==> config.mk <==
export PLATFORM = sky130hd
export DESIGN_NAME = att_result_drain
export DESIGN_NICKNAME = d
export VERILOG_FILES = /design/src/rtl/att_result_drain_pkg.sv /design/src/rtl/att_requant.sv /design/src/rtl/att_result_drain.sv
export SDC_FILE = /design/constraint.sdc
export NUM_CORES = 1
export LEC_CHECK = 0
export CAP_MARGIN = 20
export CORE_UTILIZATION = 40
export CTS_BUF_LIST = sky130_fd_sc_hd__clkbuf_16
export CTS_CLUSTER_DIAMETER = 60
export DETAILED_ROUTE_END_ITERATION = 10
export GPL_TIMING_DRIVEN = 0
export PLACE_DENSITY = 0.75
export SYNTH_ARGS = -nofsm -noshare
export SYNTH_HDL_FRONTEND = slang
export SYNTH_SLANG_ARGS = --single-unit
==> constraint.sdc <==
create_clock -name clk -period 4.8 [get_ports clk]
set_clock_uncertainty 0.05 [all_clocks]
set_input_delay 0.96 -clock clk [delete_from_list [all_inputs] [get_ports clk]]
set_output_delay 0.96 -clock clk [all_outputs]
set_load 0.05 [all_outputs]
==> src/rtl/att_result_drain_pkg.sv <==
// Shared widths, frame geometry and drain state encoding for the attention result path.
// Imported by the requant helper and the drain top.
package att_result_drain_pkg;

   localparam int ATT_WIDTH    = 32;
   localparam int CONV16_WIDTH = 8;
   localparam int ATT2         = 8;
   localparam int HW           = 4;
   localparam int HW_ROWS      = HW * HW;
   localparam int REQ_SHIFT    = 4;

   typedef enum logic {
      ST_IDLE  = 1'b0,
      ST_SHIFT = 1'b1
   } drain_state_t;

   // Counter width that stays legal when the count collapses to one.
   function automatic int cnt_w(input int n);
      return (n > 1) ? $clog2(n) : 1;
   endfunction

endpackage

==> src/rtl/att_requant.sv <==
// Signed requantizer: rounding arithmetic right shift (half up) followed by saturation.
// Purely combinational; shared with the MLP path.
module att_requant
   import att_result_drain_pkg::*;
#(
   parameter int IN_W  = ATT_WIDTH,
   parameter int OUT_W = CONV16_WIDTH,
   parameter int SHIFT = REQ_SHIFT
) (
   input  logic [IN_W-1:0]  i_x,
   output logic [OUT_W-1:0] o_q
);

   // One extra bit of headroom so +max plus the rounding bias cannot wrap.
   localparam logic signed [IN_W:0] SAT_MAX =
      $signed({{(IN_W-OUT_W+2){1'b0}}, {(OUT_W-1){1'b1}}});
   localparam logic signed [IN_W:0] SAT_MIN =
      $signed({{(IN_W-OUT_W+2){1'b1}}, {(OUT_W-1){1'b0}}});

   logic signed [IN_W:0] w_ext;
   logic signed [IN_W:0] w_t;

   assign w_ext = $signed({i_x[IN_W-1], i_x});

   generate
      if (SHIFT > 0) begin : g_rnd
         localparam logic signed [IN_W:0] HALF = $signed((IN_W+1)'(1) << (SHIFT-1));
         assign w_t = (w_ext + HALF) >>> SHIFT;
      end else begin : g_pass
         assign w_t = w_ext;
      end
   endgenerate

   always_comb begin
      o_q = w_t[OUT_W-1:0];
      if (w_t > SAT_MAX)
         o_q = SAT_MAX[OUT_W-1:0];
      else if (w_t < SAT_MIN)
         o_q = SAT_MIN[OUT_W-1:0];
   end

endmodule

==> src/rtl/att_result_drain.sv <==
// Attention result drain: latches one LANES-wide accumulator row, requantizes and
// streams it one word per cycle, tagging last lane / last frame, with zero-bubble row chaining.
module att_result_drain
   import att_result_drain_pkg::*;
#(
   parameter int IN_W  = ATT_WIDTH,
   parameter int OUT_W = CONV16_WIDTH,
   parameter int LANES = ATT2,
   parameter int ROWS  = HW_ROWS,
   parameter int SHIFT = REQ_SHIFT
) (
   input  logic                     clk,
   input  logic                     rst_n,
   input  logic                     in_valid,
   output logic                     in_ready,
   input  logic [LANES*IN_W-1:0]    in_data,
   output logic                     out_valid,
   input  logic                     out_ready,
   output logic [OUT_W-1:0]         out_data,
   output logic                     out_last_lane,
   output logic                     out_last_frame,
   output logic [$clog2(ROWS)-1:0]  row_idx
);

   localparam int LW = cnt_w(LANES);
   localparam int RW = $clog2(ROWS);
   localparam logic [LW-1:0] LANE_LAST = LW'(LANES-1);
   localparam logic [RW-1:0] ROW_LAST  = RW'(ROWS-1);

   drain_state_t                 r_state;
   logic [LW-1:0]                r_lane;
   logic [RW-1:0]                r_row;
   logic [LANES-1:0][IN_W-1:0]   r_hold;

   logic                         w_shift;
   logic                         w_lane_last;
   logic                         w_beat;
   logic                         w_row_done;
   logic                         w_load;
   logic [IN_W-1:0]              w_word;
   logic [OUT_W-1:0]             w_q;

   assign w_shift     = (r_state == ST_SHIFT);
   assign w_lane_last = (r_lane == LANE_LAST);
   assign w_beat      = w_shift && out_ready;
   assign w_row_done  = w_beat && w_lane_last;

   // Ready reaches back combinationally through out_ready so the next row can
   // be taken on the same edge the final lane drains.
   assign in_ready = !w_shift || w_row_done;
   assign w_load   = in_valid && in_ready;

   always_ff @(posedge clk or negedge rst_n) begin
      if (!rst_n) begin
         r_state <= ST_IDLE;
         r_lane  <= '0;
         r_row   <= '0;
         r_hold  <= '0;
      end else begin
         if (w_load)
            r_hold <= in_data;
         case (r_state)
            ST_IDLE: begin
               if (w_load) begin
                  r_lane  <= '0;
                  r_state <= ST_SHIFT;
               end
            end
            ST_SHIFT: begin
               if (w_beat) begin
                  if (w_lane_last) begin
                     r_lane <= '0;
                     r_row  <= (r_row == ROW_LAST) ? '0 : r_row + 1'b1;
                     if (!in_valid)
                        r_state <= ST_IDLE;
                  end else begin
                     r_lane <= r_lane + 1'b1;
                  end
               end
            end
            default: r_state <= ST_IDLE;
         endcase
      end
   end

   assign w_word = r_hold[r_lane];

   att_requant #(
      .IN_W  (IN_W),
      .OUT_W (OUT_W),
      .SHIFT (SHIFT)
   ) u_requant (
      .i_x (w_word),
      .o_q (w_q)
   );

   // Outputs are functions of held state only, so they cannot move while stalled.
   assign out_valid      = w_shift;
   assign out_data       = w_shift ? w_q : '0;
   assign out_last_lane  = w_shift && w_lane_last;
   assign out_last_frame = out_last_lane && (r_row == ROW_LAST);
   assign row_idx        = r_row;

   a_stall_stable: assert property (@(posedge clk) disable iff (!rst_n)
      (out_valid && !out_ready) |=> (out_valid && $stable(out_data) && $stable(row_idx)
                                     && $stable(out_last_lane) && $stable(out_last_frame)));

   a_frame_implies_lane: assert property (@(posedge clk) disable iff (!rst_n)
      out_last_frame |-> out_last_lane);

endmodule
# After elaboration in Yosys (flattened, before gate mapping)
# Index checks and enable logic that the tools add are counted.
[totals] word_cells=46 inputBits=260 output_inout_bits=16 ff_bits=264
[op_classes] reduce_logical=9 addsub=3 bitwise_logic=1 n_eq_ne=4 magnitude_cmp=3 mux=15
[ops] operator="$bmux W32 S3" count=1
[ops] operator="$add A32 B5 Y33 const B" count=1
[ops] operator="$mux W32" count=1
[ops] operator="$gt A29 B8 Y1 const B" count=1
[ops] operator="$lt A29 B8 Y1 const B" count=1
[ops] operator="$mux W8" count=3
[ops] operator="$mux W3" count=3
[ops] operator="$pmux W3 S2" count=1
[ops] operator="$logic_and A1 B1 Y1" count=5
[ops] operator="$add A4 B1 Y4 const B" count=1
[ops] operator="$eq A4 B4 Y1 const B" count=1
[ops] operator="$lt A3 B4 Y1 const B" count=1
[ops] operator="$mux W1" count=4
[ops] operator="$mux W4" count=1
[ops] operator="$add A3 B1 Y3 const B" count=1
[ops] operator="$eq A3 B3 Y1 const B" count=1
[ops] operator="$reduce_and A3 Y1" count=1
[ops] operator="$ne A2 B1 Y1 const B" count=1
[ops] operator="$ne A2 B2 Y1 const B" count=1
[ops] operator="$pmux W1 S2" count=1
[ops] operator="$reduce_and A2 Y1" count=1
[ops] operator="$logic_not A1 Y1" count=1
[ops] operator="$logic_or A1 B1 Y1" count=1
[ops] operator="$not A1 Y1" count=1

# Longest topological paths before layout
# Gate-level depths: netlist (run 1).
[logic_depth] depth_word=7 depth_mapped=14 ltp_nobuf=11

# Cells and area by module
# From an unflattened synthesis (run 1), not the netlist that was laid out.
[hier_totals] cells_unflattened=830 hier_area_um2=12906.1
[modules_own_cells] mod="att_result_drain" instances=1 seq_area_each_um2=6606.3 area_per_inst_um2=12092.8 cells_per_inst=711
[modules_own_cells] mod="att_requant" instances=1 seq_area_each_um2=0.0 area_per_inst_um2=813.3 cells_per_inst=119

# Worst setup path after synthesis (run 1)
# No wires, ideal clock.
[synth_timing] path_type="flip-flop to output port" startpoint="register r_lane[0]" endpoint="output port out_data[2]" path_buffers=2 slack_ns=0.063 arrival_time_ns=3.727 required_ns=3.790 stages_incl_launch_ff=14 cell_sequence="dfrtp_1 buf_6 buf_8 mux4_2 mux2_2 ha_1 inv_1 nor4_1 or4b_2 a21oi_1 o211ai_1 o41ai_4 nand3_1 o21ai_1"
[synth_via] elab_chain_cells=7 word_cells_on_any_way=8 classes_between="add/sub (1); order compare (2); mux (5)"
[synth_lines] item="start: declaration" line_no="att_result_drain.sv:31" source="logic [LW-1:0] r_lane;"
[synth_lines] item="start signal: assignment" line_no="att_result_drain.sv:77" source="r_lane <= r_lane + 1'b1;"
[synth_lines] item="$bmux W32 S3 *" line_no="att_result_drain.sv:86" source="assign w_word = r_hold[r_lane];"
[synth_lines] item="$mux W32 (not written as such) *" line_no="att_result_drain.sv:86"
[synth_lines] item="$add A32 B5 Y33 *" line_no="att_requant.sv:28" source="assign w_t = (w_ext + HALF) >>> SHIFT;"
[synth_lines] item="$lt A29 B8 Y1" line_no="att_requant.sv:38" source="else if (w_t < SAT_MIN)"
[synth_lines] item="$mux W8" line_no="att_requant.sv:38"
[synth_lines] item="$mux W8 *" line_no="att_requant.sv:36" source="if (w_t > SAT_MAX)"
[synth_lines] item="$mux W8 *" line_no="att_result_drain.sv:99" source="assign out_data = w_shift ? w_q : '0;"
[synth_lines] item="end: declaration" line_no="att_result_drain.sv:19" source="output logic [OUT_W-1:0] out_data,"
# Every way passes the cells marked *; elsewhere a longest branch is shown, timed or not. The select of a mux whose other input is x is not followed.

# Worst setup path after layout (run 1)
# Same ends and word-level chain as after synthesis.

==> results.tsv, run 1 <==
stage	metric	value	unit
status	outcome	finished with violations	
status	failing checks	setup timing	
setup_path	endpoint type of the worst setup path	output port	
synth	yosys warns	0	
clock_tree	CTS Buf Count	27	
clock_tree	worst-skew pair later-pin latency	530	ps
place	routability cong.	0.862	
final_layout	final non-filler cell total	1465	
clock_tree	TritonCTS clock tree	built	
pwr	pwr dens	681	nW/um2
timing	final hold violations	0	
drt	Routed Antenna Nets	0	
synth	Cells after Synth	761	
final_layout	most frequent cells in the layout	clkdlybuf4s50_1 (241), dfrtp_1 (240), mux2_2 (236)	
setup_path	WP buf/inv	3	
grt	initial antenna violation count	0	
setup_path	CP Data Required Time	3790	ps
floorplanning	IO Pins	276	
grt	largest net degree at the start of global routing	114	
setup_path	peak fanout along the critical path	7	
place	worst slack at placement	-1030	ps
drt	Met3 Wirelength	1.58	mm
final_layout	Area Overhead vs Synth	39.7	%
setup_path	CP arrival	4130	ps
final_layout	leading cell type in the layout, fill and taps excluded	clkdlybuf4s50_1	
setup_path	delay-heaviest family, CP	simple AND/OR/NAND/NOR gates	
clock_tree	clock sink total	240	
drt	M1 WL	14.1	mm
grt	first-pass GRT wire length	48.2	mm
pwr	Max IR drop VDD	0.321	mV
worst_hold_path	Hold/Removal Path Class	input pin to async pin	
timing	max-slew violations	0	
synth	flops & latches, synth	240	
pwr	clock share of power	0.181	
setup_path	CP Class	flop to output port	
place	post-place instance area	14600	um2
drt	1st-pass router iterations	4	
final_layout	Post-Layout Inst Area	16100	um2
pwr	switching power	3.94	mW
timing	RSZ-0062 raised after global routing	yes	
synth	Seq/Total Area, Yosys	0.521	
final_layout	share of layout cells above drive strength 1	0.409	
pwr	part of the power in registers	0.318	
timing	final worst-path cycle share	1.07	
setup_path	CP max-delay cell	or4_4	
synth	Post-synth EDFFs	0	
timing	Final min period	5140	ps
clock_tree	clk buf depth	3	
pwr	LEAKAGE	6.60	nW
setup_path	worst path cell trace	buf_8 > buf_16 > mux4_2 > mux2i_4 > or3_4 > or4_4 > or3_1 > a211o_1 > nand4b_1 > nor2_4 > o21ai_2 > buf_6	
synth	Post-synth top flop	dfrtp_1	
grt	Remaining Overflow, GRT	0	
setup_path	reg2reg end	r_hold[221]	
setup_path	FF-to-FF Start	r_lane[0]	
final_layout	nets	1333	
job	# Max-Cap Violations	0	
floorplanning	Starting Density	0.410	
drt	Post-Route WL	32.6	mm
drt	Top Metal Used	met4	
drt	WL per Instance	22.3	um
final_layout	post-layout util	0.573	
setup_path	Worst path max stage delay	530	ps
pwr	Switching Fraction	0.360	
floorplanning	Die Area	29500	um2
drt	initial DRC count	436	
clock_tree	Root Buffer Master	clkbuf_16	
synth	asr flop ratio synth	1.00	
setup_path	setup slack, reg-to-reg	1500	ps
timing	Least-Margin Pin Slew	1080	ps
final_layout	Diodes inserted	0	
synth	netlist area before placement	11500	um2
place	post-detail-place hpwl	22.8	mm
clock_tree	clock slew at reported path FFs	60	ps
drt	metal2 WL	16.3	mm
synth	main area contributors after synthesis	dfrtp_1 (52%), mux2_2 (23%), mux4_2 (9.2%), mux4_1 (2.5%), mux2i_1 (2.4%)	
setup_path	startpoint class of the critical path	flop	
setup_path	FF-to-FF path depth	9	
synth	Synthesized Nets	1025	
place	placed cells	1391	
floorplanning	num rows	61	
grt	Tot GR Track Use	0.221	
setup_path	Worst Setup SP	r_lane[0]	
place	IO buf count	250	
synth	Mean Syn Cell Area	15.1	um2
timing	max_slew headroom	0.280	
drt	vias per cell	5.39	
floorplanning	DIE WIDTH	172	um
timing	final setup fails	7	
synth	area leader, netlist	dfrtp_1	
synth	library cells used by synthesis	51	
clock_tree	CTS H-tree lvls	1	
timing	worst setup margin	-342	ps
drt	via count	7892	
floorplanning	Die Y	172	um
pwr	internal cell power	7.03	mW
synth	area share of the largest cell type after synthesis	0.521	
drt	DRC errors left	0	
timing	fmax	194	MHz
grt	vias in the first global route	8336	
pwr	logic gate share of total power	0.501	
floorplanning	core footprint	28100	um2
## layer usage
layer / GRT usage / up-vias
met4: 0.0562 / 0
met2: 0.375 / 244
met1: 0.300 / 4102
met3: 0.0299 / 45
li1: - / 3501
met5: 0 / -
## synthesized netlist by cell type, types with 6 or more instances
| master | n |
|---|---|
| dfrtp_1 | 240 |
| mux2_2 | 238 |
| mux4_2 | 47 |
| mux2i_1 | 28 |
| nand2_1 | 27 |
| clkbuf_1 | 22 |
| nor2_1 | 12 |
| mux4_1 | 11 |
| nand3_1 | 11 |
| buf_2 | 9 |
| o21ai_0 | 9 |
| o21ai_1 | 8 |
| nand4_1 | 7 |
| nor4_1 | 7 |
| buf_1 | 6 |
| or3_1 | 6 |
| or4_1 | 6 |
## worst reg2reg max path, stage by stage, from the launching register on
cell and delay [ps]:
dfrtp_1 400, buf_4 140, ha_1 190, ha_1 210, nand2_1 60, nand2_1 100
nand2_1 270, clkbuf_1 500, clkbuf_1 830, mux2_2 430
## flip-flops by register name (all words and copies together) (netlist names)
register and flops:
r_hold 232, out_valid 1, row_idx 4, r_lane 3
## cells by family (layout without fill, tap and decap cells)
logic type	Yosys count	count (layout)	share of synthesized area
AO/OA/AOI/OAI	38	38	0.0238
flip-flops	240	240	0.521
buffers and inverters	47	373	0.0216
AND/OR/NAND/NOR	96	96	0.0456
adder cells (fa/ha/maj)	4	4	0.00434
XOR/XNOR	10	10	0.00760
multiplexers	326	326	0.376
## power groups by stage
stage / clock, mW / combinational (mW) / sequential, mW
global route: 2.10 / 5.85 / 3.60
floorplan: 0 / 3.32 / 3.35
detailed placement: 0 / 4.58 / 3.50
CTS: 2.02 / 5.07 / 3.48
global placement: 0 / 4.47 / 3.46
finish: 1.98 / 5.50 / 3.49
## final cells by class
type,instances,area (um2)
fill,2256,12000
sequential,240,6010
multi-input combinational,474,5610
timing repair buffer,280,2860
clock buffer,27,676
tap,378,473
buffer,44,312
clock inverter,20,169
inverter,2,7.51
## worst max path at each step
stage	end	slack, ps	cells after the start
final	out_data[2]	-340	12
after global routing	out_data[2]	-440	15
after CTS	out_data[2]	-370	14
after detailed placement	out_data[2]	-1030	13
after global placement	r_hold[89]	-7640	1
after floorplan	out_data[2]	60	13
## repair_timing
item,CTS,global route
hold buffers,0,0
gates resized for setup,108,57
setup buffers,16,10
pin swaps,7,21
endpoints found under the setup margin,8,8
cloned,2,0
## metrics by stage
stage	hold slack [ps]	setup TNS [ps]	total power, mW
6_report	205	-2250	11.0
5_1_grt	201	-2920	11.5
4_1_cts	194	-2490	10.6
3_5_place_dp	436	-7220	8.08
3_3_place_gp	430	-1835510	7.93
2_1_floorplan	420	0	6.67
Note: power is estimated with default switching activity, not from simulation.
==> inputs of run 2 (changes only) <==
==> constraint.sdc (replaced) <==
create_clock -name clk -period 5.1 [get_ports clk]
set_clock_uncertainty 0.05 [all_clocks]
set_input_delay 1.02 -clock clk [delete_from_list [all_inputs] [get_ports clk]]
set_output_delay 1.02 -clock clk [all_outputs]
set_load 0.05 [all_outputs]
==> run 2 against run 1 <==
Net effect: the flow still finishes with violations (setup timing); worst setup slack improved by 240 ps; non-clock buffer count did not move; sequential power decreased by 5.7%; largest power group unchanged.
==> results.tsv, run 2 (same netlist as run 1, synthesis figures left out) <==
stage	metric	value	unit	change
place	IO buf count	250		unchanged
setup_path	Worst path max stage delay	540	ps	was 530 ps
final_layout	flip-flop count of the largest register after layout	232		unchanged
timing	Final min period	5200	ps	
drt	via count	7897		was 7,892
setup_path	CP Data Required Time	4030	ps	was 3790 ps
setup_path	worst path cell trace	buf_8 > buf_16 > mux4_2 > mux2i_4 > or3_4 > or4_4 > or4_4 > mux2i_1 > o2111ai_2 > nor2_4 > o21ai_2 > buf_6		was buf_8 > buf_16 > mux4_2 > mux2i_4 > or3_4 > or4_4 > or3_1 > a211o_1 > nand4b_1 > nor2_4 > o21ai_2 > buf_6
timing	final setup fails	7		unchanged
clock_tree	clk buf depth	3		unchanged
clock_tree	CTS H-tree lvls	1		unchanged
timing	max_slew headroom	0.279		was 0.280
setup_path	FF-to-FF Start	r_lane[0]		unchanged
pwr	Max IR drop VDD	0.302	mV	was 0.321 mV
timing	final worst-path cycle share	1.02		
floorplanning	num rows	61		unchanged
pwr	Tot Pwr	10.3	mW	was 11.0 mW
pwr	switching power	3.71	mW	was 3.94 mW
clock_tree	CTS Buf Count	27		unchanged
setup_path	CP arrival	4130	ps	about the same
grt	first-pass GRT wire length	48.2	mm	unchanged
setup_path	setup slack, reg-to-reg	1810	ps	was 1500 ps
pwr	LEAKAGE	6.61	nW	was 6.60 nW
grt	Tot GR Track Use	0.221		unchanged
setup_path	reg2reg end	r_hold[221]		unchanged
timing	hold slack	266	ps	was 205 ps
grt	initial antenna violation count	0		unchanged
place	routability cong.	0.862		unchanged
floorplanning	Die Y	172	um	unchanged
floorplanning	DIE WIDTH	172	um	unchanged
grt	vias in the first global route	8336		unchanged
grt	largest net degree at the start of global routing	114		unchanged
final_layout	Area Overhead vs Synth	39.7	%	about the same
grt	Remaining Overflow, GRT	0		unchanged
pwr	pwr dens	641	nW/um2	was 681 nW/um2
final_layout	share of layout cells above drive strength 1	0.408		was 0.409
clock_tree	worst-skew pair later-pin latency	530	ps	about the same
drt	initial DRC count	436		unchanged
drt	1st-pass router iterations	5		was 4
setup_path	startpoint class of the critical path	flop		unchanged
drt	Routed Antenna Nets	0		unchanged
pwr	logic gate share of total power	0.501		about the same
drt	Post-Route WL	32.6	mm	about the same
floorplanning	core footprint	28100	um2	unchanged
clock_tree	Root Buffer Master	clkbuf_16		unchanged
setup_path	peak fanout along the critical path	7		unchanged
floorplanning	IO Pins	276		unchanged
final_layout	leading cell type in the layout, fill and taps excluded	clkdlybuf4s50_1		unchanged
clock_tree	clock slew at reported path FFs	60	ps	about the same
drt	DRC errors left	0		unchanged
pwr	part of the power in registers	0.318		about the same
drt	WL per Instance	22.3	um	about the same
timing	fmax	192	MHz	
setup_path	most frequent CP cell	or4_4		
clock_tree	TritonCTS clock tree	built		unchanged
place	post-detail-place hpwl	22.8	mm	unchanged
timing	max-slew violations	0		unchanged
floorplanning	Die Area	29500	um2	unchanged
timing	final hold violations	0		unchanged
final_layout	nets	1333		unchanged
clock_tree	clock sink total	240		unchanged
final_layout	Diodes inserted	0		unchanged
timing	worst setup margin	-105	ps	was -342 ps
status	failing checks	setup timing		unchanged
timing	Least-Margin Pin Slew	1080	ps	about the same
worst_hold_path	Hold/Removal Path Class	input pin to async pin		unchanged
floorplanning	Starting Density	0.410		unchanged
job	# Max-Cap Violations	0		unchanged
pwr	clock share of power	0.181		about the same
drt	vias per cell	5.39		about the same
setup_path	CP max-delay cell	or4_4		unchanged
setup_path	CP Class	flop to output port		unchanged
setup_path	FF-to-FF path depth	9		unchanged
pwr	internal cell power	6.61	mW	was 7.03 mW
pwr	Switching Fraction	0.360		about the same
status	outcome	finished with violations		unchanged
setup_path	endpoint type of the worst setup path	output port		unchanged
final_layout	most frequent cells in the layout	clkdlybuf4s50_1 (241), dfrtp_1 (240), mux2_2 (236)		unchanged
final_layout	largest register by flop count	r_hold		unchanged
timing	RSZ-0062 raised after global routing	yes		unchanged
## run 2: cell count changes in the layout (fill, tap and decap cells not counted), sizes merged
cell           before  now
clkdlybuf4s15       1    0
dlygate4sd2         0    1
## run 2: final cells by class
type	instances	area [um2]
sequential	240	6010
clock buffer	27	676
tap	378	473
timing repair buffer	280	2850
buffer	44	312
inverter	2	7.51
fill	2257	12000
multi-input combinational	474	5610
clock inverter	20	169
## run 2: how the worst max path moves through the flow
stage                             end  cells past startpoint       from  slack (ps)
after floorplan           out_data[2]                     13  r_lane[0]         300
after global placement     r_hold[89]                      1      rst_n       -7400
after detailed placement  out_data[2]                     13  r_lane[2]        -790
after CTS                 out_data[2]                     14  r_lane[0]        -130
after global routing      out_data[2]                     15  r_lane[0]        -200
final                     out_data[2]                     12  r_lane[0]        -100
## run 2: what timing repair did
| item | 4_1_cts | 5_1_grt |
|---|---|---|
| endpoints found under the hold margin | 0 | 0 |
| pin swaps | 7 | 21 |
| endpoints found under the setup margin | 8 | 8 |
| buffers inserted | 16 | 10 |
| cloned | 2 | 0 |
| hold buffers | 0 | 0 |
| gates resized for setup | 106 | 57 |
## run 2: critical path: cells and delay by family (launching register included)
family	cells	cell delay, ps
AOI/OAI and AO/OA	2	260
buffers and inverters	3	480
DFF	1	400
muxes	3	720
and+or+nand+nor	4	1730
## run 2: metrics by stage
stage | cell area, um2 | TNS, ps | std cells | util | setup slack [ps]
finish | 16100 | -582 | 1465 | 0.573 | -105
global placement | 14500 | -1776130 | 1389 | 0.516 | -7400
detailed placement | 14600 | -5330 | 1391 | 0.518 | -794
CTS | 15800 | -814 | 1456 | 0.562 | -129
global route | 16100 | -1240 | 1465 | 0.573 | -199
floorplan | 11500 | 0 | 761 | - | 303
## run 2: power groups by stage
stage / clock network, mW / registers, mW / logic, mW
global placement: 0 / 3.25 / 4.21
CTS: 1.90 / 3.27 / 4.77
global route: 1.98 / 3.39 / 5.50
detailed placement: 0 / 3.29 / 4.31
floorplan: 0 / 3.15 / 3.12
finish: 1.86 / 3.29 / 5.17
## run 2: per-layer routing
layer  vias to the layer above  GRT usage  wire length (um)
li1                       3503          -                 -
met1                      4105      0.300             14100
met2                       244      0.375             16300
met3                        45     0.0299              1630
met4                         0     0.0562               626
met5                         -          0                 0
==> inputs of run 3 (changes only) <==
--- a/config.mk
+++ b/config.mk
@@ -5,13 +5,14 @@
 export SDC_FILE = /design/constraint.sdc
 export NUM_CORES = 1
 export LEC_CHECK = 0
+export ABC_AREA = 1
 export CAP_MARGIN = 20
 export CORE_UTILIZATION = 40
 export CTS_BUF_LIST = sky130_fd_sc_hd__clkbuf_16
 export CTS_CLUSTER_DIAMETER = 60
 export DETAILED_ROUTE_END_ITERATION = 10
 export GPL_TIMING_DRIVEN = 0
-export PLACE_DENSITY = 0.75
+export PLACE_DENSITY = 0.73
 export SYNTH_ARGS = -nofsm -noshare
 export SYNTH_HDL_FRONTEND = slang
 export SYNTH_SLANG_ARGS = --single-unit
==> run 3 against run 2 <==
Net effect: the run now ends clean; utilization decreased by 3.3 points; final cell count increased by 72%; sequential share of layout area decreased by 2.4 points; clock power increased by 7%; critical path type unchanged.
==> results.tsv, run 3 <==
stage	metric	value	unit	change
setup_path	FF-to-FF Start	r_lane[0]		unchanged
setup_path	setup slack, reg-to-reg	1160	ps	was 1810 ps
synth	Seq/Total Area, Yosys	0.458		was 0.521
setup_path	peak fanout along the critical path	10		was 7
synth	flops & latches, synth	240		unchanged
final_layout	Diodes inserted	0		unchanged
timing	final worst-path cycle share	0.969		was 1.02
clock_tree	clock sink total	240		unchanged
floorplanning	core footprint	31900	um2	was 28,100 um2
worst_hold_path	Worst Hold End	r_hold[223]		
setup_path	CP Data Required Time	4030	ps	about the same
drt	DRC errors left	0		unchanged
place	worst slack at placement	-150	ps	was -794 ps
timing	max_slew headroom	0.338		was 0.279
grt	GRT Max-Usage Layer	met2		unchanged
place	routability cong.	1.01		was 0.862
setup_path	startpoint class of the critical path	flop		unchanged
timing	Fin Setup TNS	0	ps	was -582 ps
pwr	Max IR drop VDD	0.380	mV	was 0.302 mV
synth	Post-synth top cells	nand2_1 (481), nor2_1 (315), dfrtp_1 (240), inv_1 (182), a21oi_1 (157)		was dfrtp_1 (240), mux2_2 (238), mux4_2 (47), mux2i_1 (28), nand2_1 (27)
drt	WL per Instance	19.9	um	was 22.3 um
synth	main area contributors after synthesis	dfrtp_1 (46%), nand2_1 (14%), nor2_1 (9.0%), mux2_2 (6.6%), a21oi_1 (6.0%)		was dfrtp_1 (52%), mux2_2 (23%), mux4_2 (9.2%), mux4_1 (2.5%), mux2i_1 (2.4%)
setup_path	CP Class	flop to output port		unchanged
clock_tree	CTS hold repair buffers	0		unchanged
synth	Synthesized Nets	2040		was 1,025
final_layout	post-layout util	0.540		was 0.573
worst_hold_path	critical hold path startpoint	r_hold[223]		
synth	Post-synth EDFFs	0		unchanged
drt	via count	13100		was 7,897
synth	Mean Syn Cell Area	7.38	um2	was 15.1 um2
setup_path	FF-to-FF path depth	11		was 9
worst_hold_path	hold depth	1		
clock_tree	Root Buffer Master	clkbuf_16		unchanged
timing	max-slew violations	0		unchanged
synth	area leader, netlist	dfrtp_1		unchanged
synth	area share of the largest cell type after synthesis	0.458		was 0.521
grt	GR met3 Demand/Resource	0.0490		was 0.0299
grt	initial antenna violation count	0		unchanged
final_layout	Area Overhead vs Synth	31.4	%	was 39.7%
floorplanning	Starting Density	0.411		was 0.410
grt	largest net degree at the start of global routing	126		was 114
grt	vias in the first global route	13000		was 8,336
final_layout	flip-flop count of the largest register after layout	232		unchanged
final_layout	Fill cells	3007		was 2,257
pwr	Tot Pwr	11.8	mW	was 10.3 mW
clock_tree	clock slew at reported path FFs	60	ps	about the same
floorplanning	DIE WIDTH	183	um	was 172 um
drt	Routed Antenna Nets	0		unchanged
pwr	pwr dens	684	nW/um2	was 641 nW/um2
place	post-place instance area	16200	um2	was 14,600 um2
setup_path	reg2reg end	r_hold[244]		was r_hold[221]
place	IO buf count	251		was 250
final_layout	most frequent cells in the layout	nand2_1 (478), nor2_1 (307), clkdlybuf4s50_1 (242)		was clkdlybuf4s50_1 (241), dfrtp_1 (240), mux2_2 (236)
status	outcome	finished clean		was finished with violations
synth	Post-synth top flop	dfrtp_1		unchanged
final_layout	largest register by flop count	r_hold		unchanged
floorplanning	IO Pins	276		unchanged
timing	fmax	202	MHz	was 192 MHz
clock_tree	CTS H-tree lvls	1		unchanged
clock_tree	TritonCTS clock tree	built		unchanged
final_layout	share of layout cells above drive strength 1	0.100		was 0.408
grt	Remaining Overflow, GRT	0		unchanged
synth	library cells used by synthesis	30		was 51
timing	Least-Margin Pin Slew	993	ps	was 1080 ps
drt	initial DRC count	1212		was 436
grt	met1 Resource Use GR	0.397		was 0.300
timing	worst setup margin	157	ps	was -105 ps
drt	Post-Route WL	49.9	mm	was 32.6 mm
synth	yosys warns	0		unchanged
grt	met2 Resource Use GR	0.486		was 0.375
final_layout	nets	2323		was 1,333
grt	first-pass GRT wire length	75.1	mm	was 48.2 mm
worst_hold_path	Hold/Removal Path Class	flop to flop		was input pin to async pin
final_layout	final non-filler cell total	2514		was 1,465
clock_tree	worst-skew pair later-pin latency	550	ps	was 530 ps
timing	hold slack	450	ps	was 266 ps
pwr	LEAKAGE	8.45	nW	was 6.61 nW
setup_path	CP arrival	3870	ps	was 4130 ps
timing	final setup fails	0		was 7
place	placed cells	2463		was 1,391
final_layout	Post-Layout Inst Area	17200	um2	was 16,100 um2
clock_tree	CTS Buf Count	26		was 27
synth	Cells after Synth	1776		was 761
job	# Max-Cap Violations	0		unchanged
timing	Final min period	4940	ps	was 5200 ps
drt	vias per cell	5.20		was 5.39
grt	Tot GR Track Use	0.299		was 0.221
final_layout	leading cell type in the layout, fill and taps excluded	nand2_1		was clkdlybuf4s50_1
drt	1st-pass router iterations	6		was 5
synth	top-count cell post-synth	nand2_1		was dfrtp_1
floorplanning	Die Area	33500	um2	was 29,500 um2
synth	netlist area before placement	13100	um2	was 11,500 um2
setup_path	endpoint type of the worst setup path	output port		unchanged
place	post-detail-place hpwl	38.7	mm	was 22.8 mm
timing	final hold violations	0		unchanged
floorplanning	Die Y	183	um	was 172 um
floorplanning	num rows	65		was 61
clock_tree	clk buf depth	3		unchanged
synth	asr flop ratio synth	1.00		unchanged
-- run 3: cell types whose count changed in the layout (fill, tap and decap cells not counted), sizes merged, moves of 135 or more --
cell   previous run  this run
nand2            27       485
a21oi             2       157
nand3            11       146
mux2            238        77
nor2             13       329
inv               7       192
-- run 3: routing by layer --
layer  wire, um  share of wire  vias up
li1           -              -     6122
met1      21200           0.42     6212
met5          0              0        -
met3       4060          0.081      125
met4       2120          0.043        0
met2      22600           0.45      607
-- run 3: power by group --
part / internal, mW / switching [mW] / total [mW]
Combinational: 2.10 / 4.47 / 6.57
Clock: 1.18 / 0.808 / 1.99
Sequential: 2.84 / 0.376 / 3.22
Total: 6.13 / 5.66 / 11.8
-- run 3: final cells by class --
type                    instances  area [um2]  area share
multi-input cells            1261        6000       0.349
clock buffers                  26         651      0.0378
well taps                     435         544      0.0316
clock inverters                22         246      0.0143
plain buffers                  90         517      0.0300
flip-flops and latches        240        6010       0.349
inverters                     185         699      0.0406
repair buffers                255        2560       0.148
-- run 3: what timing repair did --
action	4_1_cts	5_1_grt
setup endpoints to repair	8	8
pin swaps	0	2
setup buffers	0	3
resized for setup	48	49
hold endpoints to repair	0	0
-- run 3: cell families after synthesis --
kind of cell	after synthesis	share of synthesized area
XOR/XNOR	7	0.00468
adder cells (fa/ha/maj)	4	0.00382
multiplexers	77	0.0662
AND/OR/NAND/NOR	968	0.298
buffers and inverters	275	0.0894
flip-flops	240	0.458
AO/OA/AOI/OAI	205	0.0800
-- run 3: how the worst max path moves through the flow --
stage | start | to | slack [ps] | depth (start not counted)
5_1_grt | r_lane[1] | out_data[0] | -2 | 21
4_1_cts | r_lane[1] | out_data[0] | 40 | 23
3_5_place_dp | r_lane[2] | out_data[0] | -150 | 20
6_report | r_lane[0] | out_data[0] | 160 | 17
2_1_floorplan | r_lane[1] | out_data[0] | 1010 | 22
3_3_place_gp | rst_n | r_hold[179] | -7030 | 1
-- run 3: worst max-delay path, cell delays in order, from the launching register on --
cell and delay [ps]:
dfrtp_2 480, buf_6 170, buf_4 210, nand2_1 90, nand3_1 190, nand3_1 160, nand2_1 190, nor2_2 240
nand2_1 150, nor3_1 470, nand3_1 170, nand2_1 110, nand2_1 50, nor2_1 90, nand3_1 130, a21oi_1 200
nor2_2 60, buf_6 150
==> RTL change (config.mk and constraints of run 2) <==
`ATT2`: 8 -> 9.
--- a/src/rtl/att_result_drain_pkg.sv
+++ b/src/rtl/att_result_drain_pkg.sv
@@ -4,7 +4,7 @@
 
    localparam int ATT_WIDTH    = 32;
    localparam int CONV16_WIDTH = 8;
-   localparam int ATT2         = 8;
+   localparam int ATT2         = 9;
    localparam int HW           = 4;
    localparam int HW_ROWS      = HW * HW;
    localparam int REQ_SHIFT    = 4;
Interface: changed (resized in_data); port bits go from 276 to 308. No check against the original RTL was run, so the function may have changed too.
==> RTL change against run 2 <==
The run still ends with setup timing left. Maximum frequency decreased by 4.0%. Count of clock-buffer cells in the layout up 8. Sequential cell count is 30 higher. Synthesized cell count increased by 28%. Largest power group unchanged. Critical path type unchanged. Total power grew 28%. Critical endpoint is now out_data[4]. Worst setup slack worse by 220 ps. Routed wire length up 24%. Cell area up 20%. Area after synthesis increased by 17%.
==> RTL change: results (changes against run 2) <==
metric,value,unit,change
yosys-top-cells-area,"dfrtp_1, mux2_2, mux4_2",,
drt_iter0_drc,336,,-23%
peakVddDrop,484.5,uV,+60%
fin_setup_tns,-2131,ps,-1549 ps
viasPerCell,5.283,,-2.0%
outcome,finished with violations,,
path_max_fanout,10,,+3
netlist_instances,975,,+28%
numCtsBuffers,34,,+26%
yosys-top-cells-count,"mux2_2, dfrtp_1, nand2_1",,
critical_path_arrival,4350,ps,+220 ps
grt.total_usage,0.2387,,+0.01729
ys_seq_area_frac,0.4995,,-0.02151
layout-drive-gt1-share,0.4131,,+0.004611
firstDrtPassIters,5,,unchanged
grt_max_degree,104,,-8.8%
violations,setup timing,,
antenna_found_initial,11,,+11
place_area,16930,um2,+16%
relSlewSlack,0.3645,,+0.08557
place_congestion,0.8835,,+2.5%
setup_slack,-322.4,ps,-217.8 ps
wl_per_cell,21.95,um,-1.4%
syn_nets,1271,,+24%
cts_max_level,2,,+1
placed_cells,1698,,+22%
r2r_setup_slack,500,ps,-1310 ps
largest_reg_flops,261,,+13%
hold_slack,386.8,ps,+121.2 ps
critPathMaxStageDelay,570,ps,+30 ps
utilization,0.5879,,+0.01463
dp_slack,-1255,ps,-461.2 ps
io_buffers,279,,+12%
p_leak,8.156,nW,+23%
first_global_vias,10400,,+25%
synthDistinctLibCells,75,,+47%
dp_hpwl,29.62,mm,+30%
setup_viol,7,,unchanged
RTL change: changes by cell type after synthesis, moves of 21 or more:
cell	change
mux2_2	+53
nor2_1	+34
dfrtp_1	+30
o22ai_1	+26
mux2i_1	-24
mux2_1	+23
nand2_1	+23
mux4_2	-21
RTL change: repair_timing:
item,CTS,global route
buffers inserted,55,23
pin swaps,44,30
cloned,2,0
resized for setup,146,37
setup endpoints to repair,11,8
RTL change: metal layers:
layer	vias up	wire length [um]	global-route usage
met1	4950	17470	0.3167
met3	76	1927	0.03757
met2	277	19760	0.3957
li1	4431	-	-
met4	2	1289	0.08361
met5	-	13	0
RTL change: cell type report:
cell class / count / share of cell area
clock inverters: 24 / 0.01114
multi-input cells: 639 / 0.3544
repair buffers: 359 / 0.1848
clock buffers: 35 / 0.04533
inverters: 4 / 0.0007771
well taps: 442 / 0.02862
plain buffers: 61 / 0.02409
diodes: 9 / 0.001166
flip-flops and latches: 270 / 0.3498
RTL change: path summary, 6_finish.rpt:
kind                       cells after the start           to   startpoint
max                                           16  out_data[4]    r_lane[0]
min                                            1    r_hold[7]        rst_n
max reg2reg                                   12   r_hold[27]    r_lane[3]
min reg2reg                                    1  r_hold[103]  r_hold[103]
max in group asynchronous                      2  r_hold[273]        rst_n
min in group clk                               1  r_hold[103]  r_hold[103]
RTL change: cell families (layout without fill, tap and decap cells):
logic type	after synthesis	in the layout	share of synthesized area
compound gates	100	100	0.06799
flops	270	270	0.4995
xor+xnor	20	20	0.01295
other cells	0	9	0
simple gates	167	167	0.07187
buf+inv	66	483	0.02858
mux	348	348	0.3154
fa+ha+maj	4	4	0.003700
RTL change: power breakdown:
group | switching [mW] | internal [mW]
Clock | 0.922 | 1.40
Combinational | 3.54 | 3.68
Sequential | 0.517 | 3.18
Total | 4.98 | 8.26
